[config.mk]
export PLATFORM = sky130hd
export DESIGN_NAME = spi_status_unit_flat
export DESIGN_NICKNAME = d
export VERILOG_FILES = /design/src/rtl/spi_status_unit_if.sv /design/src/rtl/spi_status_unit.sv /design/src/flat_wrapper.sv
export SDC_FILE = /design/constraint.sdc
export NUM_CORES = 1
export LEC_CHECK = 0
export ABC_AREA = 0
export BUFFER_PORTS_ARGS = -buffer_cell sky130_fd_sc_hd__buf_2
export CORE_AREA = 2 2 52 54
export DETAILED_ROUTE_END_ITERATION = 8
export DIE_AREA = 0 0 54 56
export PLACE_DENSITY_LB_ADDON = 0.12
export SLEW_MARGIN = 0
export SYNTH_ARGS = -nofsm -noshare
export SYNTH_HDL_FRONTEND = slang
export SYNTH_SLANG_ARGS = --single-unit
[constraint.sdc]
create_clock -name S_CLK -period 3.4 [get_ports S_CLK]
set_input_delay 0.17 -clock S_CLK [delete_from_list [all_inputs] [get_ports S_CLK]]
set_output_delay 0.17 -clock S_CLK [all_outputs]
set_load 0.01 [all_outputs]
[src/rtl/spi_status_unit_if.sv]
// Host/shifter-facing strobe and status bundle of spi_status_unit.
// master drives the strobes, slave is the status unit itself.
interface spi_status_unit_if #(
   parameter int unsigned LW = 4
);
   logic          TX_PUSH;
   logic          TX_POP;
   logic          TX_FLUSH;
   logic          RX_PUSH;
   logic          RX_POP;
   logic          RX_FLUSH;
   logic          W1C_STB;
   logic [7:0]    W1C_DATA;
   logic          IE_WR;
   logic [7:0]    IE_DATA;
   logic [7:0]    STATUS;
   logic [LW-1:0] TX_LEVEL;
   logic [LW-1:0] RX_LEVEL;
   logic [7:0]    IE;
   logic          IRQ;

   modport master (
      output TX_PUSH, TX_POP, TX_FLUSH, RX_PUSH, RX_POP, RX_FLUSH,
      output W1C_STB, W1C_DATA, IE_WR, IE_DATA,
      input  STATUS, TX_LEVEL, RX_LEVEL, IE, IRQ
   );

   modport slave (
      input  TX_PUSH, TX_POP, TX_FLUSH, RX_PUSH, RX_POP, RX_FLUSH,
      input  W1C_STB, W1C_DATA, IE_WR, IE_DATA,
      output STATUS, TX_LEVEL, RX_LEVEL, IE, IRQ
   );
endinterface

[src/rtl/spi_status_unit.sv]
// SPI buffer status/interrupt unit: saturating occupancy counters, level flags,
// sticky overflow/overrun bits with write-1-to-clear, and a maskable registered IRQ.
module spi_status_unit #(
   parameter int unsigned DEPTH = 8,
   parameter int unsigned TX_WM = 2,
   parameter int unsigned RX_WM = 6,
   parameter int unsigned LW    = $clog2(DEPTH + 1)
) (
   input logic              S_CLK,
   input logic              CLR_N,
   spi_status_unit_if.slave bus
);
   localparam logic [LW-1:0] DEPTH_L = LW'(DEPTH);
   localparam logic [LW-1:0] TX_WM_L = LW'(TX_WM);
   localparam logic [LW-1:0] RX_WM_L = LW'(RX_WM);

   logic [LW-1:0] tx_level;
   logic [LW-1:0] rx_level;
   logic          tx_ovf;
   logic          rx_ovr;
   logic [7:0]    ie;
   logic          irq;

   logic [LW-1:0] tx_level_nxt_c;
   logic [LW-1:0] rx_level_nxt_c;
   logic          tx_ovf_set_c;
   logic          rx_ovr_set_c;
   logic [7:0]    status_c;

   // Saturating level update; flush wins, push+pop at empty counts as push only.
   function automatic logic [LW-1:0] lvl_next(input logic [LW-1:0] lvl,
                                              input logic push,
                                              input logic pop,
                                              input logic flush);
      logic [LW-1:0] res;
      res = lvl;
      if (flush) begin
         res = '0;
      end else if (push && pop) begin
         if (lvl == '0) res = LW'(1);
      end else if (push) begin
         if (lvl != DEPTH_L) res = lvl + LW'(1);
      end else if (pop) begin
         if (lvl != '0) res = lvl - LW'(1);
      end
      return res;
   endfunction

   always_comb begin
      tx_level_nxt_c = lvl_next(tx_level, bus.TX_PUSH, bus.TX_POP, bus.TX_FLUSH);
      rx_level_nxt_c = lvl_next(rx_level, bus.RX_PUSH, bus.RX_POP, bus.RX_FLUSH);
      tx_ovf_set_c   = bus.TX_PUSH && !bus.TX_POP && !bus.TX_FLUSH && (tx_level == DEPTH_L);
      rx_ovr_set_c   = bus.RX_PUSH && !bus.RX_POP && !bus.RX_FLUSH && (rx_level == DEPTH_L);
   end

   always_comb begin
      status_c    = '0;
      status_c[0] = (tx_level == '0);
      status_c[1] = (tx_level == DEPTH_L);
      status_c[2] = (tx_level <= TX_WM_L);
      status_c[3] = tx_ovf;
      status_c[4] = (rx_level != '0);
      status_c[5] = (rx_level == DEPTH_L);
      status_c[6] = (rx_level >= RX_WM_L);
      status_c[7] = rx_ovr;
   end

   // Sticky bits: a same-cycle set overrides the clear mask.
   always_ff @(posedge S_CLK or negedge CLR_N) begin
      if (!CLR_N) begin
         tx_level <= '0;
         rx_level <= '0;
         tx_ovf   <= 1'b0;
         rx_ovr   <= 1'b0;
         ie       <= 8'h00;
         irq      <= 1'b0;
      end else begin
         tx_level <= tx_level_nxt_c;
         rx_level <= rx_level_nxt_c;
         tx_ovf   <= tx_ovf_set_c | (tx_ovf & ~(bus.W1C_STB & bus.W1C_DATA[3]));
         rx_ovr   <= rx_ovr_set_c | (rx_ovr & ~(bus.W1C_STB & bus.W1C_DATA[7]));
         if (bus.IE_WR) ie <= bus.IE_DATA;
         irq      <= |(status_c & ie);
      end
   end

   assign bus.STATUS   = status_c;
   assign bus.TX_LEVEL = tx_level;
   assign bus.RX_LEVEL = rx_level;
   assign bus.IE       = ie;
   assign bus.IRQ      = irq;
endmodule

[src/flat_wrapper.sv]
// flat-port wrapper written by rule: the top's interface ports become plain ports
module spi_status_unit_flat 
#(
   parameter int unsigned DEPTH = 8,
   parameter int unsigned TX_WM = 2,
   parameter int unsigned RX_WM = 6,
   parameter int unsigned LW    = $clog2(DEPTH + 1)
)
  (S_CLK, CLR_N, bus_TX_PUSH, bus_TX_POP, bus_TX_FLUSH, bus_RX_PUSH, bus_RX_POP, bus_RX_FLUSH, bus_W1C_STB, bus_W1C_DATA, bus_IE_WR, bus_IE_DATA, bus_STATUS, bus_TX_LEVEL, bus_RX_LEVEL, bus_IE, bus_IRQ);
  spi_status_unit_if #(.LW(LW)) bus_i ();
  input logic S_CLK;
  input logic CLR_N;
  input wire logic [$bits(bus_i.TX_PUSH)-1:0] bus_TX_PUSH;
  input wire logic [$bits(bus_i.TX_POP)-1:0] bus_TX_POP;
  input wire logic [$bits(bus_i.TX_FLUSH)-1:0] bus_TX_FLUSH;
  input wire logic [$bits(bus_i.RX_PUSH)-1:0] bus_RX_PUSH;
  input wire logic [$bits(bus_i.RX_POP)-1:0] bus_RX_POP;
  input wire logic [$bits(bus_i.RX_FLUSH)-1:0] bus_RX_FLUSH;
  input wire logic [$bits(bus_i.W1C_STB)-1:0] bus_W1C_STB;
  input wire logic [$bits(bus_i.W1C_DATA)-1:0] bus_W1C_DATA;
  input wire logic [$bits(bus_i.IE_WR)-1:0] bus_IE_WR;
  input wire logic [$bits(bus_i.IE_DATA)-1:0] bus_IE_DATA;
  output wire logic [$bits(bus_i.STATUS)-1:0] bus_STATUS;
  output wire logic [$bits(bus_i.TX_LEVEL)-1:0] bus_TX_LEVEL;
  output wire logic [$bits(bus_i.RX_LEVEL)-1:0] bus_RX_LEVEL;
  output wire logic [$bits(bus_i.IE)-1:0] bus_IE;
  output wire logic [$bits(bus_i.IRQ)-1:0] bus_IRQ;
  assign bus_i.TX_PUSH = bus_TX_PUSH;
  assign bus_i.TX_POP = bus_TX_POP;
  assign bus_i.TX_FLUSH = bus_TX_FLUSH;
  assign bus_i.RX_PUSH = bus_RX_PUSH;
  assign bus_i.RX_POP = bus_RX_POP;
  assign bus_i.RX_FLUSH = bus_RX_FLUSH;
  assign bus_i.W1C_STB = bus_W1C_STB;
  assign bus_i.W1C_DATA = bus_W1C_DATA;
  assign bus_i.IE_WR = bus_IE_WR;
  assign bus_i.IE_DATA = bus_IE_DATA;
  assign bus_STATUS = bus_i.STATUS;
  assign bus_TX_LEVEL = bus_i.TX_LEVEL;
  assign bus_RX_LEVEL = bus_i.RX_LEVEL;
  assign bus_IE = bus_i.IE;
  assign bus_IRQ = bus_i.IRQ;
  spi_status_unit #(.DEPTH(DEPTH), .TX_WM(TX_WM), .RX_WM(RX_WM), .LW(LW)) u_core (.S_CLK(S_CLK), .CLR_N(CLR_N), .bus(bus_i));
endmodule
Yosys cells after proc, flatten, opt, wreduce, memory -nomap -nowiden

Cells that the tools add are included.
Widths: inputs -> output; s select.

Latch bits: 0
Register bits: 19
Memory bits (read-only): 0
Memory bits (writable): 0
Output and inout bits: 25
Memories kept: 0

Reduce and logical (&&, ||, !) cells: 23
Multiply operators: 0
Bitwise logic cells: 9
Div/mod/pow operators: 0
Add/subtract/negate cells: 4
Muxes and demuxes: 14
Order comparisons: 2
Equal/unequal tests: 8
Shift-type cells: 0

Operator list:

| cell                | number |
|---|---|
| $mux 4              | 14 |
| $reduce_bool 4->1   | 6 |
| $add 4x1->4 const B | 2 |
| $and 8x8->8         | 1 |
| $eq 4x4->1 const B  | 2 |
| $logic_and 1x1->1   | 8 |
| $logic_not 4->1     | 2 |
| $ne 4x1->1 const B  | 2 |
| $ne 4x4->1 const B  | 2 |
| $reduce_and 4->1    | 2 |
| $reduce_or 8->1     | 1 |
| $sub 4x1->4 const B | 2 |
| $and 1x1->1         | 4 |
| $ge 4x3->1 const B  | 1 |
| $le 4x2->1 const B  | 1 |
| $logic_not 1->1     | 4 |
| $ne 3x2->1 const B  | 1 |
| $ne 3x3->1 const B  | 1 |
| $not 1->1           | 2 |
| $or 1x1->1          | 2 |

Depth between registers and ports, before layout

Gate-level depths: netlist of run 1.

Word-level depth: 6
Gate-level depth with buffers: 6
Mapped depth without buffers: 6

Worst setup path before layout of run 1

OpenSTA, ideal clock, no wires.

Path type: reg2reg
Start: register u_core.rx_level[0] (netlist: u_core.bus.RX_LEVEL[0])
End: register u_core.rx_level[2] (netlist: u_core.bus.RX_LEVEL[2])
Path slack: 1.783 ns
Period minus slack after synthesis: 1.617 ns
Library setup time: 0.077 ns
Arrival: 1.539 ns
Stages on the path, launching flop included: 6
Buffers on the path: 0
Cells stage by stage: dfrtp_1 -> inv_1 -> fa_1 -> xor2_1 -> a211o_2 -> a21oi_1

Longest elaborated chain between the ends: 6
Elaborated cells on any way between the ends: 15
Those cells by class: add/sub (2); eq/ne (3); mux (6); reduce/logical (4)

Ends and longest elaborated chain:

| element                  | RTL line              | source |
|---|---|---|
| start: declaration       | spi_status_unit.sv:18 | `logic [LW-1:0] rx_level;` |
| start signal: assignment | spi_status_unit.sv:79 | `rx_level <= rx_level_nxt_c;` |
| $sub 4x1->4              | spi_status_unit.sv:44 | `if (lvl != '0) res = lvl - LW'(1);` |
| $mux 4                   | spi_status_unit.sv:44 |  |
| $mux 4                   | spi_status_unit.sv:43 | `end else if (pop) begin` |
| $mux 4                   | spi_status_unit.sv:41 | `end else if (push) begin` |
| $mux 4                   | spi_status_unit.sv:39 | `end else if (push && pop) begin` |
| $mux 4                   | spi_status_unit.sv:37 | `if (flush) begin` |

Several ways; a longest one is shown, not always the timed one. The select of a mux whose other input is x is not followed.
A chain may end at the register's enable or synchronous reset.

Worst setup path in the final report of run 1

Start: register u_core.tx_level[1] (netlist: u_core.bus.TX_LEVEL[1])
End: output port bus_STATUS[1]

Longest elaborated chain between the ends: 1

Ends and longest elaborated chain:

| element                  | RTL line              | source |
|---|---|---|
| start: declaration       | spi_status_unit.sv:17 | `logic [LW-1:0] tx_level;` |
| start signal: assignment | spi_status_unit.sv:78 | `tx_level <= tx_level_nxt_c;` |
| $eq 4x4->1               | spi_status_unit.sv:59 | `status_c[1] = (tx_level == DEPTH_L);` |
| end: declaration         | flat_wrapper.sv:23    | `output wire logic [$bits(bus_i.STATUS)-1:0] bus_STATUS;` |

Every way passes these cells.

==> results of run 1 <==
[routing by layer]
metal	up-vias	track usage, %	wire [um]	part of all wire (%)
met1	517	28.62	1235	47
met2	27	28.92	1243	47
met5	-	0	0	0
li1	503	-	-	-
met3	2	4.301	146	5.5
met4	0	6.429	21	0.79
[power by group through the flow]
stage	sequential [mW]	clock [mW]	combinational [mW]
floorplan	0.349	0	0.310
global placement	0.354	0	0.448
detailed placement	0.358	0	0.458
CTS	0.354	0.122	0.461
global route	0.367	0.128	0.507
finish	0.355	0.114	0.455
[what timing repair did]
| item | in CTS | in global routing |
|---|---|---|
| endpoints found under the hold margin | 19 | 0 |
| buffers inserted | 0 | 0 |
| hold buffers | 1 | 0 |
| endpoints found under the setup margin | 0 | 0 |
[sequential cells by signal, summed over array words and instances (netlist names)]
name / count
u_core.bus.RX_LEVEL: 4
u_core.rx_ovr: 1
u_core.bus.TX_LEVEL: 4
u_core.tx_ovf: 1
u_core.bus.IE: 8
u_core.bus.IRQ: 1
[layout make-up]
type | count | area, um^2
well taps | 30 | 37.54
fillers | 228 | 974.7
flip-flops and latches | 19 | 475.5
multi-input cells | 83 | 661.9
repair buffers | 45 | 230.2
inverters | 7 | 26.28
clock buffers | 4 | 26.28
[cells in the mapped netlist, types with 2 or more instances]
cell type  instances  area [um^2]
nor4_1             3        18.77
a21oi_1            9        45.04
xnor2_1            2        17.52
nor3_1             2        10.01
mux2_2             9        101.4
nand2_1            8        30.03
buf_4              2        15.01
a21o_1             2        15.01
nand3_1            5        25.02
dfrtp_1           19        475.5
ha_1               4        50.05
nand2b_1           5        31.28
clkbuf_1           4        15.01
o31ai_1            3        22.52
fa_1               2        40.04
nor2_1             7        26.28
inv_1              7        26.28
[through the flow]
stage	instances	hold WS [ps]	util, %	setup slack (ps)	instance area, um^2
finish	188	102.3	59.93	1502	1458
CTS	188	84.68	59.93	1485	1458
global route	188	84.02	59.93	1394	1458
floorplan	116	-125.6	-	1783	1199
detailed placement	183	131.7	58.44	1729	1421
global placement	183	129.7	58.44	1728	1421
[worst paths after layout]
check / endpoint / cells after the start
max: bus_STATUS[1] / 3
min: u_core.bus.IE[6]$_DFFE_PN0P_ / 2
max reg2reg: u_core.bus.RX_LEVEL[3]$_DFFE_PN0P_ / 5
min reg2reg: u_core.rx_ovr$_DFF_PN0_ / 2
max in group asynchronous: u_core.bus.RX_LEVEL[3]$_DFFE_PN0P_ / 2
min in group asynchronous: u_core.bus.IE[1]$_DFFE_PN0P_ / 2
[worst max-delay path: stages, from the launching register on]
cell	delay, ps
dfrtp_1	480
nor3_1	590
and2_1	230
buf_2	130
[kinds of logic after synthesis]
logic type,synth area share [%]
and+or+nand+nor,16.81
AOI/OAI and AO/OA,18.37
DFF,39.67
buffers and inverters,5.114
muxes,10.33
adders and majority gates,7.516
xor gates and xnor gates,2.192
[layout by cell type, fill, tap and decap left out, types with 2 or more instances in the layout]
master / instances
nor4_1: 3
buf_2: 44
nor3_1: 2
nand2b_1: 5
dfrtp_1: 19
nand3_1: 5
a21oi_1: 9
nand2_1: 8
fa_1: 2
mux2_2: 9
ha_1: 4
clkbuf_4: 3
o31ai_1: 3
nor2_1: 7
xnor2_1: 2
a21o_1: 2
inv_1: 7
==> metrics, run 1 <==
status=finished clean; crit path time final=1898 ps; Comb pwr share=49.3%; Resized cells post-CTS=0; final-report max-slew violation count=0; Max VDD drop=0.4005 mV; Critical Path Source=u_core.bus.TX_LEVEL[1]$_DFFE_PN0P_; Die Y=56 um; critical path arrival=1730 ps; crit path capture type=output pin; post-synthesis sequential area ratio=39.67%; Setup TNS=0 ps; Post-Route WL=2646 um; io pins=51; P&R area growth vs syn=21.61%; DR vias/cell=5.580; Crit Path Max Fanout=7; layout cell share with drive strength beyond 1=40.51%; Wirelength per Cell=14.07 um; post-synthesis register bit count=19; GRT Resource Usage Total=19.74%; Yosys warnings=0; vias in the first global route=972; die area=3024 um^2; Pre-Repair DR Iteration Count=4; global route total overflow=0; Layout Skew=0.2816 ps; worst skew pair latency=290 ps; Fmax=526.8 MHz; clk slew on worst S/H paths=110 ps; CTS tree=yes; MaxCap Viol Count=0; post-synth net total=148; FFs w/ async S/R, synth=100.0%; remaining antenna violation count=0; mapped cell area=1199 um^2; Flop pwr share=38.4%; Register-to-Register Setup Slack=1690 ps; DRT iter0 DRCs=19; # rows=18; unrepaired setup endpoints after global routing=false; Post-synth EDFFs=0; switching fraction of total power=41.86%; min-delay src=bus_IE_DATA[6]; Worst Setup Path Type=flop to output pin; crit share post-route=55.83%; NetSw=0.3863 mW; final net count=191; final setup vio count=0; post-detail-place hpwl=2016 um; Cells after Synth=116; Leak=0.7133 nW; final-report hold violation count=0; worst slew pin tran=650.6 ps; core area=2432 um^2; Worst Hold Class=input pin to flop; # DRC=0; die width=54 um; gpl congestion=0.8016; clock share of power=12.3%; ys flop type=dfrtp_1; Yosys cell types=40; Pint=0.5366 mW; Worst Path Required=3230 ps; initial antenna violation count=0; Power, Total=0.9229 mW; largest net degree at the start of global routing=20; TritonCTS Buffers=3; clk sinks=19; crit path launch type=flop; PwrDens=633.2 nW/um^2; Rel. slew slack=56.29%; root buf cell=clkbuf_4; RR Startpoint=u_core.bus.RX_LEVEL[1]$_DFFE_PN0P_; first-pass GRT wire length=4436 um; Port Buffers=44; n_diodes=0; maximum root-to-sink buffer count=2; # H-tree levels=1; via count=1049; initial core utilization=49.28%; Avg Cell Area, Syn=10.33 um^2
No activity file was read; power rests on OpenSTA's default activity.
==> inputs of run 2 (changes only) <==
ABC_AREA = 1   (was 0)
CORE_AREA = 2 2 58 60   (was 2 2 52 54)
DIE_AREA = 0 0 60 62   (was 0 0 54 56)
clock period = 1.73 ns   (was 3.4 ns; I/O delays follow)
==> run 2 against run 1 <==
Area after synthesis up 8.5%. Clock power rose by 91%. Power grew 130%. Critical path type is now flop to flop. First-iteration DRC count is 130% higher. Combinational power grew to 2.7 times the previous value. Global-route usage is 3.3 points lower. Critical path depth grew 3. Non-clock buffer count grew 2. Largest power group unchanged.
==> metrics, run 2 <==
status=finished clean; DR vias/cell=4.662 (-16%); crit share post-route=83.08%; Yosys top cell area share=36.57% (-3.1 points); post-synthesis register bit count=19 (unchanged); mapped cell area=1300 um^2 (+8.5%); TritonCTS Buffers=3 (unchanged); # DRC=0 (unchanged); ys flop type=dfrtp_1; Crit Path Max Fanout=6 (-1); largest net degree at the start of global routing=20 (unchanged); core area=3179 um^2 (+31%); post-synthesis sequential area ratio=36.57% (-3.1 points); die area=3720 um^2 (+23%); crit path capture type=flop; post-synth net total=201 (+36%); # H-tree levels=1 (unchanged); largest area contributor in the netlist=dfrtp_1; MaxCap Viol Count=0 (unchanged); clk sinks=19 (unchanged); io pins=51 (unchanged); crit path launch type=flop; vias in the first global route=1105 (+14%); GRT Resource Usage Total=16.47% (-3.3 points); Yosys cell types=24 (-40%); Die Y=62 um (+11%); Register-to-Register Setup Slack=290 ps (-1400 ps); Yosys warnings=0 (unchanged); Post-Route WL=2917 um (+10%); multi-input combinational cell area=718.2 um^2 (+8.5%); most frequent cells in the layout=nand2_1, buf_2, inv_1, nor2_1, dfrtp_1; remaining antenna violation count=0 (unchanged); Fmax=695.7 MHz; most area-consuming cells after synthesis=dfrtp_1, nand2_1, inv_1; Rel. slew slack=71.64% (+15 points); n_diodes=0 (unchanged); worst slew pin tran=425.4 ps (-225.2 ps); Pre-Repair DR Iteration Count=6 (+2); Leak=0.9192 nW (+29%); initial antenna violation count=0 (unchanged); worst skew pair latency=290 ps (about the same); sequential standard cell area=475.5 um^2 (unchanged); Worst Setup Path Type=flop to flop; DRT iter0 DRCs=44 (+25); Setup TNS=0 ps (unchanged); Cells after Synth=169 (+46%); Max VDD drop=0.6777 mV (+69%); top-count cell post-synth=nand2_1; layout cell share with drive strength beyond 1=34.10% (-6.4 points); post-detail-place hpwl=2376 um (+18%); fill count=329 (+44%); via count=1226 (+17%); die width=60 um (+11%); Worst Path Required=1910 ps (-1320 ps); Post-synth top cells=nand2_1, dfrtp_1, inv_1, nor2_1, o21ai_1; global route total overflow=0 (unchanged); clk slew on worst S/H paths=110 ps (about the same); Avg Cell Area, Syn=7.692 um^2 (-26%); crit path time final=1437 ps; DP Worst Slack=305.2 ps (-1423 ps); Post-synth EDFFs=0 (unchanged); Worst Hold Class=input pin to flop; FFs w/ async S/R, synth=100.0% (unchanged); maximum root-to-sink buffer count=2 (unchanged); unrepaired setup endpoints after global routing=false; Layout Skew=8.829 ps (+8.547 ps); most frequent standard cell in the layout excluding fill and tap cells=nand2_1; first-pass GRT wire length=4657 um (+5.0%); PwrDens=1341 nW/um^2 (+110%); Wirelength per Cell=11.09 um (-21%); # rows=21 (+3); critical path arrival=1620 ps (-110 ps); P&R area growth vs syn=24.16%; CTS tree=yes; final net count=250 (+31%); Port Buffers=44 (unchanged); gpl congestion=0.8858 (+11%); root buf cell=clkbuf_4; final-report max-slew violation count=0 (unchanged); final worst slack=292.6 ps (-1209 ps); initial core utilization=40.89% (-8.4 points); final-report hold violation count=0 (unchanged); final setup vio count=0 (unchanged); max reg flops=8 (unchanged)
[run 2: cell count changes in the layout (fill, tap and decap cells not counted), moves of 4 or more]
cell	delta
inv_1	+12
inv_2	+4
o21ai_1	+7
nor2_4	+4
nand2b_1	-5
nor2_1	+12
mux2_2	-5
a21oi_1	-5
nand2_4	+5
nand2_1	+37
nand2_2	+6
o21ai_0	+6
[run 2: final timing paths]
path                                                       to  cells past startpoint                               start
min                              u_core.bus.IE[7]$_DFFE_PN0P_                      2                      bus_IE_DATA[7]
max                        u_core.bus.RX_LEVEL[2]$_DFFE_PN0P_                      6  u_core.bus.RX_LEVEL[0]$_DFFE_PN0P_
max in group asynchronous        u_core.bus.IE[2]$_DFFE_PN0P_                      2                               CLR_N
max reg2reg                u_core.bus.RX_LEVEL[2]$_DFFE_PN0P_                      6  u_core.bus.RX_LEVEL[0]$_DFFE_PN0P_
min in group asynchronous            u_core.bus.IRQ$_DFF_PN0_                      2                               CLR_N
min reg2reg                           u_core.rx_ovr$_DFF_PN0_                      2             u_core.rx_ovr$_DFF_PN0_
[run 2: through the flow]
step	instances	util (%)	hold slack, ps	power (mW)	instance area [um^2]
2_1_floorplan	169	-	-209.1	1.562	1300
3_3_place_gp	256	49.00	52.66	1.936	1558
3_5_place_dp	256	49.00	54.44	1.965	1558
4_1_cts	263	50.77	8.129	2.199	1614
5_1_grt	263	50.77	9.793	2.388	1614
6_report	263	50.77	16.61	2.164	1614
[run 2: cell type report]
type / count / area share (%)
inverters: 23 / 5.349
well taps: 46 / 3.566
repair buffers: 47 / 15.50
clock buffers: 4 / 1.628
flip-flops and latches: 19 / 29.46
multi-input cells: 124 / 44.50
[run 2: power by group]
part / leakage, nW / internal (mW) / switching [mW]
Combinational: 0.666 / 0.491 / 0.719
Sequential: 0.238 / 0.563 / 0.173
Clock: 0.0150 / 0.0896 / 0.129
Total: 0.919 / 1.14 / 1.02
[run 2: metal layers]
layer | track usage (%) | up-vias | part of all wire, %
met5 | 0 | - | 0
met4 | 5.714 | 0 | 0
met3 | 2.484 | 0 | 4.0
met2 | 29.35 | 31 | 52
met1 | 20.33 | 578 | 44
li1 | - | 617 | -
[run 2: kinds of logic after synthesis]
kind of cell	Yosys count	share of synthesized area (%)
AO/OA/AOI/OAI	18	7.122
multiplexers	4	3.465
XOR/XNOR	4	2.695
buffers and inverters	26	8.180
AND/OR/NAND/NOR	92	35.03
flip-flops	19	36.57
adder cells (fa/ha/maj)	6	6.930
[run 2: worst max-delay path, cell delays in order, from the launching register on]
cell	delay, ps
dfrtp_1	470
inv_2	80
fa_1	440
xor2_1	170
nor2_1	60
nand2_1	60
nand2_1	50
[run 2: timing repair]
item,in CTS,in global routing
setup endpoints to repair,0,0
gates resized for setup,0,0
hold buffers,3,0
setup buffers,0,0
endpoints found under the hold margin,21,0
